===== src/rtl/pll_pkg.sv =====
// Shared PLL definitions: phase-detector state encoding and TDC range helper.
// Used by tdc_pfd and by the loop filter / NCO blocks.
package pll_pkg;

    typedef enum logic [1:0] {
        IDLE     = 2'd0,
        REF_LEAD = 2'd1,
        CMP_LEAD = 2'd2
    } pfd_state_e;

    // Largest magnitude representable by a signed TDC word of the given width.
    function automatic int tdc_max(input int width);
        return (1 << (width - 1)) - 1;
    endfunction

endpackage


===== src/rtl/tdc_pfd_edge_sync.sv =====
// Edge synchroniser: SYNC_STAGES-deep metastability chain followed by a
// history flop; rise is high for one clk per synchronised rising edge.
module edge_sync #(
    parameter int SYNC_STAGES = 2
) (
    input  logic clk,
    input  logic ext_rst_n,
    input  logic sig,
    output logic rise
);

    logic [SYNC_STAGES-1:0] sync_r;
    logic                   prev_r;

    // Synchroniser chain and previous-value flop.
    always_ff @(posedge clk or negedge ext_rst_n) begin
        if (!ext_rst_n) begin
            sync_r <= '0;
            prev_r <= 1'b0;
        end else begin
            sync_r <= {sync_r[SYNC_STAGES-2:0], sig};
            prev_r <= sync_r[SYNC_STAGES-1];
        end
    end

    assign rise = sync_r[SYNC_STAGES-1] & ~prev_r;

endmodule


===== src/rtl/tdc_pfd.sv =====
// Time-to-digital phase/frequency detector with slip and timeout detection.
// Optional lock detector is compiled in when LOCK_DETECT_EN is defined.
module tdc_pfd
    import pll_pkg::*;
#(
    parameter int WIDTH       = 16,
    parameter int SYNC_STAGES = 2,
    parameter int TIMEOUT     = 4096,
    parameter int LOCK_TOL    = 4,
    parameter int LOCK_CNT    = 8
) (
    input  logic                    clk,
    input  logic                    ext_rst_n,
    input  logic                    ref_sig,
    input  logic                    cmp_sig,
    output logic signed [WIDTH-1:0] tdc,
    output logic                    valid,
    output logic                    slip,
    output logic                    timeout,
    output logic                    lock
);

    localparam int            CW      = WIDTH - 1;
    localparam logic [CW-1:0] MAG_MAX = CW'(tdc_max(WIDTH));
    localparam logic [CW-1:0] MAG_TMO = CW'(TIMEOUT);
    localparam logic [CW-1:0] MAG_ONE = CW'(1);

    logic                    ref_rise_s;
    logic                    cmp_rise_s;
    logic                    lead_rise_s;
    logic                    lag_rise_s;
    logic                    close_s;
    logic                    slip_s;
    logic                    tmo_s;
    logic [CW-1:0]           mag_s;
    logic signed [WIDTH-1:0] result_s;

    pfd_state_e              state_r;
    logic [CW-1:0]           counter_r;
    logic signed [WIDTH-1:0] tdc_r;
    logic                    valid_r;
    logic                    slip_r;
    logic                    timeout_r;

    edge_sync #(.SYNC_STAGES(SYNC_STAGES)) u_ref_sync (
        .clk       (clk),
        .ext_rst_n (ext_rst_n),
        .sig       (ref_sig),
        .rise      (ref_rise_s)
    );

    edge_sync #(.SYNC_STAGES(SYNC_STAGES)) u_cmp_sync (
        .clk       (clk),
        .ext_rst_n (ext_rst_n),
        .sig       (cmp_sig),
        .rise      (cmp_rise_s)
    );

    // Event decode: closing edge beats slip, slip beats timeout.
    always_comb begin
        lead_rise_s = 1'b0;
        lag_rise_s  = 1'b0;
        close_s     = 1'b0;
        slip_s      = 1'b0;
        tmo_s       = 1'b0;
        mag_s       = '0;
        case (state_r)
            IDLE: begin
                if (ref_rise_s && cmp_rise_s) begin
                    close_s = 1'b1;
                end else begin
                    close_s = 1'b0;
                end
            end
            REF_LEAD, CMP_LEAD: begin
                lead_rise_s = (state_r == REF_LEAD) ? ref_rise_s : cmp_rise_s;
                lag_rise_s  = (state_r == REF_LEAD) ? cmp_rise_s : ref_rise_s;
                if (lag_rise_s) begin
                    close_s = 1'b1;
                    mag_s   = counter_r;
                end else if (lead_rise_s) begin
                    close_s = 1'b1;
                    slip_s  = 1'b1;
                    mag_s   = MAG_MAX;
                end else if (counter_r == MAG_TMO) begin
                    tmo_s = 1'b1;
                end else begin
                    tmo_s = 1'b0;
                end
            end
            default: begin
                close_s = 1'b0;
            end
        endcase
        if (state_r == CMP_LEAD) begin
            result_s = -$signed({1'b0, mag_s});
        end else begin
            result_s = $signed({1'b0, mag_s});
        end
    end

    // Detector FSM with lead counter and registered result strobes.
    always_ff @(posedge clk or negedge ext_rst_n) begin
        if (!ext_rst_n) begin
            state_r   <= IDLE;
            counter_r <= '0;
            tdc_r     <= '0;
            valid_r   <= 1'b0;
            slip_r    <= 1'b0;
            timeout_r <= 1'b0;
        end else begin
            valid_r   <= close_s;
            slip_r    <= slip_s;
            timeout_r <= tmo_s;
            if (close_s) begin
                tdc_r <= result_s;
            end else begin
                tdc_r <= tdc_r;
            end
            case (state_r)
                IDLE: begin
                    if (ref_rise_s && cmp_rise_s) begin
                        state_r   <= IDLE;
                        counter_r <= '0;
                    end else if (ref_rise_s) begin
                        state_r   <= REF_LEAD;
                        counter_r <= MAG_ONE;
                    end else if (cmp_rise_s) begin
                        state_r   <= CMP_LEAD;
                        counter_r <= MAG_ONE;
                    end else begin
                        state_r   <= IDLE;
                        counter_r <= counter_r;
                    end
                end
                REF_LEAD, CMP_LEAD: begin
                    if (lag_rise_s && lead_rise_s) begin
                        state_r   <= state_r;
                        counter_r <= MAG_ONE;
                    end else if (lag_rise_s) begin
                        state_r   <= IDLE;
                        counter_r <= '0;
                    end else if (lead_rise_s) begin
                        state_r   <= state_r;
                        counter_r <= MAG_ONE;
                    end else if (tmo_s) begin
                        state_r   <= IDLE;
                        counter_r <= '0;
                    end else if (counter_r != MAG_MAX) begin
                        state_r   <= state_r;
                        counter_r <= counter_r + MAG_ONE;
                    end else begin
                        state_r   <= state_r;
                        counter_r <= counter_r;
                    end
                end
                default: begin
                    state_r   <= IDLE;
                    counter_r <= '0;
                end
            endcase
        end
    end

    assign tdc     = tdc_r;
    assign valid   = valid_r;
    assign slip    = slip_r;
    assign timeout = timeout_r;

`ifdef LOCK_DETECT_EN
    localparam int             LCW       = $clog2(LOCK_CNT + 1);
    localparam logic [CW-1:0]  MAG_TOL   = CW'(LOCK_TOL);
    localparam logic [LCW-1:0] LOCK_LAST = LCW'(LOCK_CNT - 1);
    localparam logic [LCW-1:0] LOCK_FULL = LCW'(LOCK_CNT);

    logic [LCW-1:0] lock_ctr_r;
    logic           lock_r;

    // Lock qualifier, updated on the same edge as the result it judges.
    always_ff @(posedge clk or negedge ext_rst_n) begin
        if (!ext_rst_n) begin
            lock_ctr_r <= '0;
            lock_r     <= 1'b0;
        end else if (slip_s || tmo_s || (close_s && (mag_s > MAG_TOL))) begin
            lock_ctr_r <= '0;
            lock_r     <= 1'b0;
        end else if (close_s) begin
            if (lock_ctr_r >= LOCK_LAST) begin
                lock_ctr_r <= LOCK_FULL;
                lock_r     <= 1'b1;
            end else begin
                lock_ctr_r <= lock_ctr_r + LCW'(1);
                lock_r     <= lock_r;
            end
        end else begin
            lock_ctr_r <= lock_ctr_r;
            lock_r     <= lock_r;
        end
    end

    assign lock = lock_r;
`else
    assign lock = 1'b0;
`endif

endmodule


===== config.mk =====
export PLATFORM = sky130hd
export DESIGN_NAME = tdc_pfd
export DESIGN_NICKNAME = d
export VERILOG_FILES = /design/src/rtl/pll_pkg.sv /design/src/rtl/tdc_pfd_edge_sync.sv /design/src/rtl/tdc_pfd.sv
export SDC_FILE = /design/constraint.sdc
export NUM_CORES = 1
export LEC_CHECK = 0
export BUFFER_PORTS_ARGS = -buffer_cell sky130_fd_sc_hd__buf_2
export CORE_UTILIZATION = 45
export CTS_CLUSTER_DIAMETER = 30
export DETAILED_ROUTE_END_ITERATION = 10
export MAX_ROUTING_LAYER = met4
export REMOVE_ABC_BUFFERS = 1
export SYNTH_ARGS = -nofsm -noshare
export SYNTH_HDL_FRONTEND = slang
export SYNTH_SLANG_ARGS = --single-unit
export TNS_END_PERCENT = 5

===== constraint.sdc =====
create_clock -name clk -period 3.45 [get_ports clk]
set_input_delay 0.8625 -clock clk [delete_from_list [all_inputs] [get_ports clk]]
set_output_delay 0.8625 -clock clk [all_outputs]
set_load 0.05 [all_outputs]

# ---- After elaboration in Yosys (flattened, before gate mapping)
# Cells that the tools add are included.
dict set report word_totals {
  regBits 42
  wordCells 66
}
dict set report classes {
  muxes 35
  n_addsub 2
  n_bitwise 4
  eq_ne 9
  n_reduce_logical 6
}
# cell count
set ops {}
lappend ops {{$mux W15} 11}
lappend ops {{$pmux W15 S2} 1}
lappend ops {{$mux W16} 1}
lappend ops {{$neg A15 Y16} 1}
lappend ops {{$add A15 B1 Y15 const B} 1}
lappend ops {{$eq A15 B13 Y1 const B} 1}
lappend ops {{$ne A15 B15 Y1 const B} 1}
lappend ops {{$mux W2} 7}
lappend ops {{$mux W1} 13}
lappend ops {{$ne A3 B3 Y1 const B} 2}
lappend ops {{$ne A6 B6 Y1 const B} 1}
lappend ops {{$ne A4 B4 Y1 const B} 1}
lappend ops {{$pmux W2 S2} 1}
lappend ops {{$reduce_and A3 Y1} 1}
lappend ops {{$and A1 B1 Y1} 2}
lappend ops {{$eq A2 B1 Y1 const B} 1}
lappend ops {{$eq A2 B2 Y1 const B} 1}
lappend ops {{$logic_and A1 B1 Y1} 2}
lappend ops {{$logic_not A2 Y1} 1}
lappend ops {{$ne A2 B2 Y1 const B} 1}
lappend ops {{$not A1 Y1} 2}
lappend ops {{$pmux W1 S2} 1}
lappend ops {{$reduce_and A2 Y1} 1}
lappend ops {{$reduce_or A2 Y1} 1}

# ---- Depth between registers and ports, before layout
# Gate-level depths: netlist (run 1).
dict set report logic_depth {
  depth_word 11
  depth_mapped 13
  mapped_depth_nobuf 11
}

# ---- By module
# Synthesis (run 1) repeated with hierarchy kept, for this count alone.
dict set report hier_totals {
  hier_cells 318
  area_unflattened_um2 2757.6
}
# module area_each_um2 cells_each instances seq_area_each_um2
set by_module_without_submodules {}
lappend by_module_without_submodules {tdc_pfd 2580.0 310 1 900.9}
lappend by_module_without_submodules {edge_sync 88.8 4 2 75.1}

# ---- Least setup slack after synthesis (run 1)
# Ideal clock, no wire load.
dict set report synth_timing {
  path_type {flip-flop to flip-flop}
  start {register state_r[1]}
  end {register tdc_r[6] (netlist: tdc[6])}
  slack_ns 0.426
  setup_ns 0.132
  n_path_buf 2
  t_arrival_ns 2.892
  stages_incl_launch_ff 14
  period_less_slack_ns 3.024
  cell_sequence {dfrtp_1 inv_1 ha_1 clkbuf_1 and3b_1 nor2_1 clkbuf_1 o21ai_0 ha_1 or3b_2 a2111oi_0 a211oi_1 xor2_1 o21ai_1}
}
dict set report synth_between {
  elab_chain_cells 7
}
# item line_no
set synth_rtl {}
lappend synth_rtl {{start, declared} tdc_pfd.sv:38} ;# pfd_state_e state_r;
lappend synth_rtl {{start signal, assigned} tdc_pfd.sv:138} ;# state_r <= state_r;
lappend synth_rtl {{start signal, assigned} tdc_pfd.sv:144} ;# state_r <= state_r;
lappend synth_rtl {{start signal, assigned} tdc_pfd.sv:150} ;# state_r <= state_r;
lappend synth_rtl {{$eq A2 B1 Y1} {tdc_pfd.sv:67, tdc_pfd.sv:76, tdc_pfd.sv:77}}
lappend synth_rtl {{$mux W1} tdc_pfd.sv:76} ;# lead_rise_s = (state_r == REF_LEAD) ? ref_rise_s : cmp_rise_s;
lappend synth_rtl {{$mux W15} tdc_pfd.sv:81} ;# end else if (lead_rise_s) begin
lappend synth_rtl {{$mux W15} tdc_pfd.sv:78} ;# if (lag_rise_s) begin
lappend synth_rtl {{$mux W15} tdc_pfd.sv:67} ;# case (state_r)
lappend synth_rtl {{$neg A15 Y16} tdc_pfd.sv:96} ;# result_s = -$signed({1'b0, mag_s});
lappend synth_rtl {{$mux W16} tdc_pfd.sv:95} ;# if (state_r == CMP_LEAD) begin
lappend synth_rtl {{end signal, assigned} tdc_pfd.sv:116} ;# tdc_r <= result_s;
lappend synth_rtl {{end signal, assigned} tdc_pfd.sv:118} ;# tdc_r <= tdc_r;
lappend synth_rtl {{end, declared} tdc_pfd.sv:40} ;# logic signed [WIDTH-1:0] tdc_r;
# Parallel ways exist; a longest one is shown, timed or not.
# A chain may end at the register's enable or synchronous reset.

# ---- Worst setup path after layout (run 1)
# Same ends and word-level chain as after synthesis.

==> summary.md, run 1 <==
| Metric | Value |
|---|---|
| Largest net degree at the start of global routing | 43 |
| Power Density | 706.2 nW/um^2 |
| Slowest CP cell | or3b_2 |
| Final worst setup slack | 0.3039 ns |
| GR Util All Layers | 24.18% |
| CTS Hold Buffers Added | 0 |
| Cell Int Power | roughly 1100 uW |
| Sw frac | 47.83% |
| Synthesized cell area | between 2000 and 3000 sq um |
| Reg2Reg Launch Point | state_r[1]$_DFFE_PN0P_ |
| Final hold vios | 0 |
| Area grow syn2layout | 7.903% |
| DR vias/cell | 6.204 |
| FF+latch count, synth | between 40 and 50 |
| Hold Path Origin | u_cmp_sync.sync_r[0]$_DFF_PN0_ |
| Status | complete, no violations |
| Num CTS Buffers | 5 |
| Drt pass-1 iters | 5 |
| H-tree lvl count | 2 |
| Clock root cell | clkbuf_8 |
| Clk_skew | 0.007575 ns |
| Seq/Total Area, Yosys | between 30% and 40% |
| Vias | around 2400 |
| Worst slew pin tran | ~0.94 ns |
| CTS max path bufs | 2 |
| End of the worst register-to-register path | tdc[6]$_DFFE_PN0P_ |
| Clock sinks | 42 |
| Setup TNS | 0 ns |
| YS warnings | 0 |
| CORE AREA | 5642 sq um |
| Net switching power | 981.1 uW |
| Worst Hold Class | reg -> reg |
| WHS Endpoint | u_cmp_sync.sync_r[1]$_DFF_PN0_ |
| Via count of the first global-routing pass | between 2000 and 2500 |
| Clock-pin slew on the worst setup and hold paths | 0.08 ns |
| Most frequent cells in the layout | 42 x dfrtp_1, 27 x nand2_1, 23 x nor2_1 |
| TritonCTS clock tree | done |
| Max incr delay on CP | 0.49 ns |
| Leakage | 0.001222 uW |
| VDD IR max | between 0.4 and 0.5 mV |
| Ys flop type | dfrtp_1 |
| Worst-path cell chain | inv_1 -> ha_1 -> nor3b_1 -> nor2_1 -> o21ai_0 -> ha_1 -> or3b_2 -> a2111oi_0 -> a211oi_1 -> xor2_1 -> o21ai_1 |
| Drt drc | 0 |
| Period minus WS final | 3.146 ns |
| # setup viols final | 0 |
| Flop-to-flop setup slack | 0.30 ns |
| Crit path max fanout | 9 |
| FMAX | 0.3179 GHz |
| Reg power frac | 33.5% |
| Cell count after synthesis | 310 |
| WS Path Type | reg -> reg |
| Row cnt | 27 |
| Antenna Nets Post-Route | 0 |
| Starting Density | 47.70% |
| First-pass GRT wire length | 11.50 mm |
| Clock latency on the worst-skew pair | 0.29 ns |
| Post-synth EDFFs | 0 |
| Hold path depth | 0 |
| I/O pin total | 24 |
| Ys async rst share | 100.0% |
| Worst slew margin | around 38% |
| Wire per inst | 17.62 um |
| Max-Cap Viols | 0 |
| Port buffer count | 22 |
| Proportion of power drawn by combinational gates | 50.9% |
| RSZ-0062 raised after global routing | false |
| Startpoint Class | register |
| R2R depth | 11 |
| Placement Setup Slack | ~0.37 ns |
| Die W | just under 80 um |
| Commonest non-fill, non-tap cell in the layout | dfrtp_1 |
| CTS-repair resized insts | 0 |
| Worst path most repeated cell | ha_1 |
| Pins Over Slew Limit | 0 |
| Layout cell share with drive strength beyond 1 | approximately 14% |
| Post-CTS setup repair buffer count | 0 |
| DP HPWL | 4.638 mm |
| Grt total ovfl | 0 |
| # nets final | 327 |
| N_diodes | 0 |
| Worst EP required | between 3 and 4 ns |
| Routed WL | 6.818 mm |
| Arrival time at the worst endpoint | approximately 3.3 ns |
| Worst Setup End Kind | register |
| Synth cell types | 63 |
| Syn_area_per_cell | 8.682 sq um |
| Final period util | 91.19% |
| Initial antenna violation count | 0 |
| Clock group share of total power | approximately 16% |
| Die area | 6294 sq um |
| Placer Congestion | 0.8273 |
| Initial drt markers | just under 200 |
| Chip Height | ~80 um |
==> layer usage <==
layer	track usage, %	routed length [um]
met5	-	0
met3	3.793	287
met4	6.182	63
met2	39.31	3206
met1	31.40	3261
==> cells in the mapped netlist (all sizes together), types with 3 or more instances <==
master   instances  area share [%]
a2111oi          3            0.98
a21o             4             1.1
a21oi           17             3.3
a22o             4             1.3
a31oi           12             2.8
a41oi            3            0.98
buf              6             1.1
clkbuf          23             3.2
dfrtp           42              39
ha               7             3.3
inv             10             1.4
mux2i            4             1.5
nand2           27             3.8
nand2b           8             1.9
nand3           10             1.9
nand4            4            0.93
nor2            23             3.2
nor2b            3            0.70
nor3             8             1.5
nor3b            3            0.84
nor4             8             2.3
o2111ai          3            0.98
o21a             4             1.1
o21ai           21             3.9
o31ai            4             1.1
or4              3            0.98
xnor2            3            0.98
xor2             3            0.98
==> metrics by stage <==
| stage | instance area (sq um) | power (uW) | utilization, % | std cells | hold slack (ns) |
|---|---|---|---|---|---|
| finish | 2904 | 2051 | 51.47 | 387 | 0.3511 |
| global route | 2904 | 2191 | 51.47 | 387 | 0.3546 |
| CTS | 2904 | 2066 | 51.47 | 387 | 0.3539 |
| detailed placement | 2821 | 1742 | 50.01 | 381 | 0.3355 |
| global placement | 2821 | 1723 | 50.01 | 381 | 0.3329 |
| floorplan | 2576 | 1485 | - | 281 | 0.3312 |
==> worst max-delay path by stage <==
| stage | from | to | slack [ns] | depth (start not counted) |
|---|---|---|---|---|
| CTS | state_r[1]$_DFFE_PN0P_ | tdc[6]$_DFFE_PN0P_ | 0.33 | 11 |
| detailed placement | state_r[1]$_DFFE_PN0P_ | tdc[6]$_DFFE_PN0P_ | 0.37 | 11 |
| global placement | state_r[1]$_DFFE_PN0P_ | tdc[6]$_DFFE_PN0P_ | 0.49 | 11 |
| finish | state_r[1]$_DFFE_PN0P_ | tdc[6]$_DFFE_PN0P_ | 0.30 | 11 |
| global route | state_r[1]$_DFFE_PN0P_ | tdc[6]$_DFFE_PN0P_ | 0.11 | 11 |
| floorplan | state_r[1]$_DFFE_PN0P_ | tdc[10]$_DFFE_PN0P_ | 0.49 | 11 |
==> final cells by class <==
class / count / area (sq um)
Inverter: 10 / 37.54
Fill cell: 527 / 2738
Timing Repair Buffer: 28 / 155.1
Clock buffer: 6 / 82.58
Multi-Input combinational cell: 229 / 1488
Tap cell: 72 / 90.09
Sequential cell: 42 / 1051
==> cell families after synthesis <==
group / synth area share [%]
other cells: 0.1393
simple gates: 22.22
mux: 1.906
xor+xnor: 1.953
flops: 39.05
fa+ha+maj: 3.254
compound gates: 25.80
buf+inv: 5.672
==> power by group through the flow <==
stage / Sequential, uW / Clock, uW / Combinational, uW
after CTS: 691 / 329 / 1050
after floorplan: 998 / 0 / 486
after detailed placement: 701 / 0 / 1040
after global placement: 693 / 0 / 1030
final: 688 / 319 / 1040
after global routing: 708 / 343 / 1140
==> sequential cells by signal, indices dropped and copies added (netlist names) <==
name,count
timeout,1
state_r,2
tdc,16
u_ref_sync.prev_r,1
counter_r,15
u_ref_sync.sync_r,2
u_cmp_sync.prev_r,1
u_cmp_sync.sync_r,2
slip,1
valid,1
==> worst max-delay path, delay by kind of cell (launching register included) <==
kind / cells / cell delay, ns
and+or+nand+nor: 3 / 0.90
xor gates and xnor gates: 1 / 0.18
buffers and inverters: 1 / 0.08
AOI/OAI and AO/OA: 4 / 0.83
adders and majority gates: 2 / 0.62
DFF: 1 / 0.40
Power figures use the tool's default switching activity.
==> inputs of run 2 (changes only) <==
--- a/config.mk
+++ b/config.mk
@@ -6,11 +6,12 @@
 export NUM_CORES = 1
 export LEC_CHECK = 0
 export BUFFER_PORTS_ARGS = -buffer_cell sky130_fd_sc_hd__buf_2
-export CORE_UTILIZATION = 45
+export CORE_UTILIZATION = 46
 export CTS_CLUSTER_DIAMETER = 30
 export DETAILED_ROUTE_END_ITERATION = 10
 export MAX_ROUTING_LAYER = met4
 export REMOVE_ABC_BUFFERS = 1
+export SLEW_MARGIN = 20
 export SYNTH_ARGS = -nofsm -noshare
 export SYNTH_HDL_FRONTEND = slang
 export SYNTH_SLANG_ARGS = --single-unit
==> run 2 against run 1 <==
Compared with the run above: clock power rose by 5%; via count is 0.54% lower; register-to-register slack worse by 0.11 ns; flip-flop and latch count stayed put; core utilization up 0.85 points; worst setup slack worse by 0.11 ns; worst hold slack lost 0.00076 ns; critical path type unchanged; clock skew fell by 0.0024 ns; critical path depth is the same.
==> summary.md, run 2 (synthesis gave the netlist of run 1 again) <==
| Metric | Value |
|---|---|
| CTS max path bufs | 2 |
| Via count of the first global-routing pass | around 2400 |
| Crit path from | state_r[1]$_DFFE_PN0P_ |
| Clock-pin slew on the worst setup and hold paths | roughly 0.08 ns |
| Chip Height | between 70 and 80 um |
| End of the worst register-to-register path | tdc[6]$_DFFE_PN0P_ |
| Pwr Total | 2078 uW |
| Clk_skew | 0.005159 ns |
| Worst slew pin tran | 0.9142 ns |
| Row cnt | 27 |
| Die area | 6161 sq um |
| Reg2Reg Launch Point | state_r[1]$_DFFE_PN0P_ |
| FMAX | 0.3073 GHz |
| CTS Hold Buffers Added | 0 |
| Num CTS Buffers | 5 |
| I/O pin total | 24 |
| # setup viols final | 0 |
| WS Path Type | reg -> reg |
| Clock root cell | clkbuf_8 |
| Starting Density | 48.28% |
| Antenna Nets Post-Route | 0 |
| Initial antenna violation count | 0 |
| H-tree lvl count | 2 |
| Startpoint Class | register |
| Cell Area, Placed | 2821 sq um |
| Drt drc | 0 |
| Post-placement cell count | 381 |
| Area grow syn2layout | 8.368% |
| R2R depth | 11 |
| CTS-repair resized insts | 0 |
| Wire per inst | 17.68 um |
| Placer Congestion | ~0.84 |
| Commonest non-fill, non-tap cell in the layout | dfrtp_1 |
| Worst-path cell chain | inv_1 -> ha_1 -> nor3b_1 -> nor2_1 -> o21ai_0 -> ha_2 -> or3b_2 -> a2111oi_1 -> a211oi_1 -> xor2_1 -> o21ai_1 |
| Setup TNS | 0 ns |
| VDD IR max | 0.3218 mV |
| Initial drt markers | between 200 and 250 |
| Final Instance Area | 2917 sq um |
| Worst Setup End Kind | register |
| DR vias/cell | 6.139 |
| Worst slew margin | ~40% |
| First-pass GRT wire length | 11.85 mm |
| Grt total ovfl | 0 |
| Period minus WS final | ~3.3 ns |
| Power Density | roughly 710 nW/um^2 |
| Clock latency on the worst-skew pair | roughly 0.30 ns |
| Pins Over Slew Limit | 0 |
| Drt pass-1 iters | 5 |
| Clock sinks | 42 |
| # nets final | 327 |
| CORE AREA | 5574 sq um |
| Port buffer count | 22 |
| Die W | 78.49 um |
| Cell depth of the worst setup path | 11 |
| Max FFs per register | 16 |
| Status | complete, no violations |
| Slowest CP cell | or3b_2 |
| Max incr delay on CP | about 0.48 ns |
| Max-Cap Viols | 0 |
| Flop-to-flop setup slack | 0.20 ns |
| Arrival time at the worst endpoint | approximately 3.4 ns |
| GR Util All Layers | 25.81% |
| N_diodes | 0 |
| Layout cell share with drive strength beyond 1 | 14.51% |
| Vias | 2388 |
| Most frequent cells in the layout | 42 x dfrtp_1, 27 x nand2_1, 23 x nor2_1 |
| Final hold vios | 0 |
| Worst Hold Class | reg -> reg |
| DP HPWL | 4.738 mm |
| Final period util | 94.32% |
| TritonCTS clock tree | done |
| WP buf/inv | 1 |
| Largest net degree at the start of global routing | 43 |
| Delay-heaviest family, CP | compound AO/OA/AOI/OAI gates |
| Post-CTS setup repair buffer count | 0 |
| Critical Path Sink | tdc[6]$_DFFE_PN0P_ |
| Leakage | 0.001226 uW |
| Routed WL | slightly below 7 mm |
| Fin cells | 389 |
| Crit path max fanout | 9 |
| Worst EP required | 3.61 ns |
## run 2: cell types whose count changed in the layout (fill, tap and decap cells not counted), sizes merged
cell	previous run	this run
clkbuf	6	7
clkinv	0	1
## run 2: through the flow
step	setup slack, ns	hold WS, ns	utilization [%]
after floorplan	0.4893	0.3312	-
after global placement	0.4780	0.3323	50.62
after detailed placement	0.2340	0.3358	50.62
after CTS	0.2209	0.3551	52.26
after global routing	-0.05383	0.3754	52.32
final	0.1960	0.3503	52.32
## run 2: power by group
group	internal [uW]	switching, uW
Clock	162	175
Combinational	315	734
Sequential	602	90.1
## run 2: per-layer routing
metal  up-vias  part of all wire (%)  global-route usage [%]
met5         -                     0                       -
met4         0                   1.3                   9.815
met3         7                   5.2                   4.884
met2        68                    48                   41.05
met1      1153                    46                   32.60
li1       1160                     -                       -
## run 2: cell type report
class                           count  area (sq um)
Tap cell                           72         90.09
Fill cell                         541          2658
Inverter                           10         37.54
Timing Repair Buffer               28         155.1
Sequential cell                    42          1051
Clock inverter                      1         5.005
Multi-Input combinational cell    229          1491
Clock buffer                        7         86.33
## run 2: worst reg2reg max path, stage by stage (launching register included)
cell,delay (ns)
dfrtp_1,0.40
inv_1,0.07
ha_1,0.29
nor3b_1,0.30
nor2_1,0.14
o21ai_0,0.31
ha_2,0.32
or3b_2,0.48
a2111oi_1,0.45
a211oi_1,0.12
xor2_1,0.18
o21ai_1,0.07
## run 2: how the worst min path moves through the flow
stage,start,end,depth (start not counted)
6_report,u_ref_sync.sync_r[0]$_DFF_PN0_,u_ref_sync.sync_r[1]$_DFF_PN0_,0
3_5_place_dp,u_ref_sync.sync_r[0]$_DFF_PN0_,u_ref_sync.sync_r[1]$_DFF_PN0_,0
4_1_cts,u_ref_sync.sync_r[0]$_DFF_PN0_,u_ref_sync.sync_r[1]$_DFF_PN0_,0
5_1_grt,u_ref_sync.sync_r[0]$_DFF_PN0_,u_ref_sync.sync_r[1]$_DFF_PN0_,0
2_1_floorplan,u_cmp_sync.sync_r[0]$_DFF_PN0_,u_cmp_sync.sync_r[1]$_DFF_PN0_,0
3_3_place_gp,u_ref_sync.sync_r[0]$_DFF_PN0_,u_ref_sync.sync_r[1]$_DFF_PN0_,0
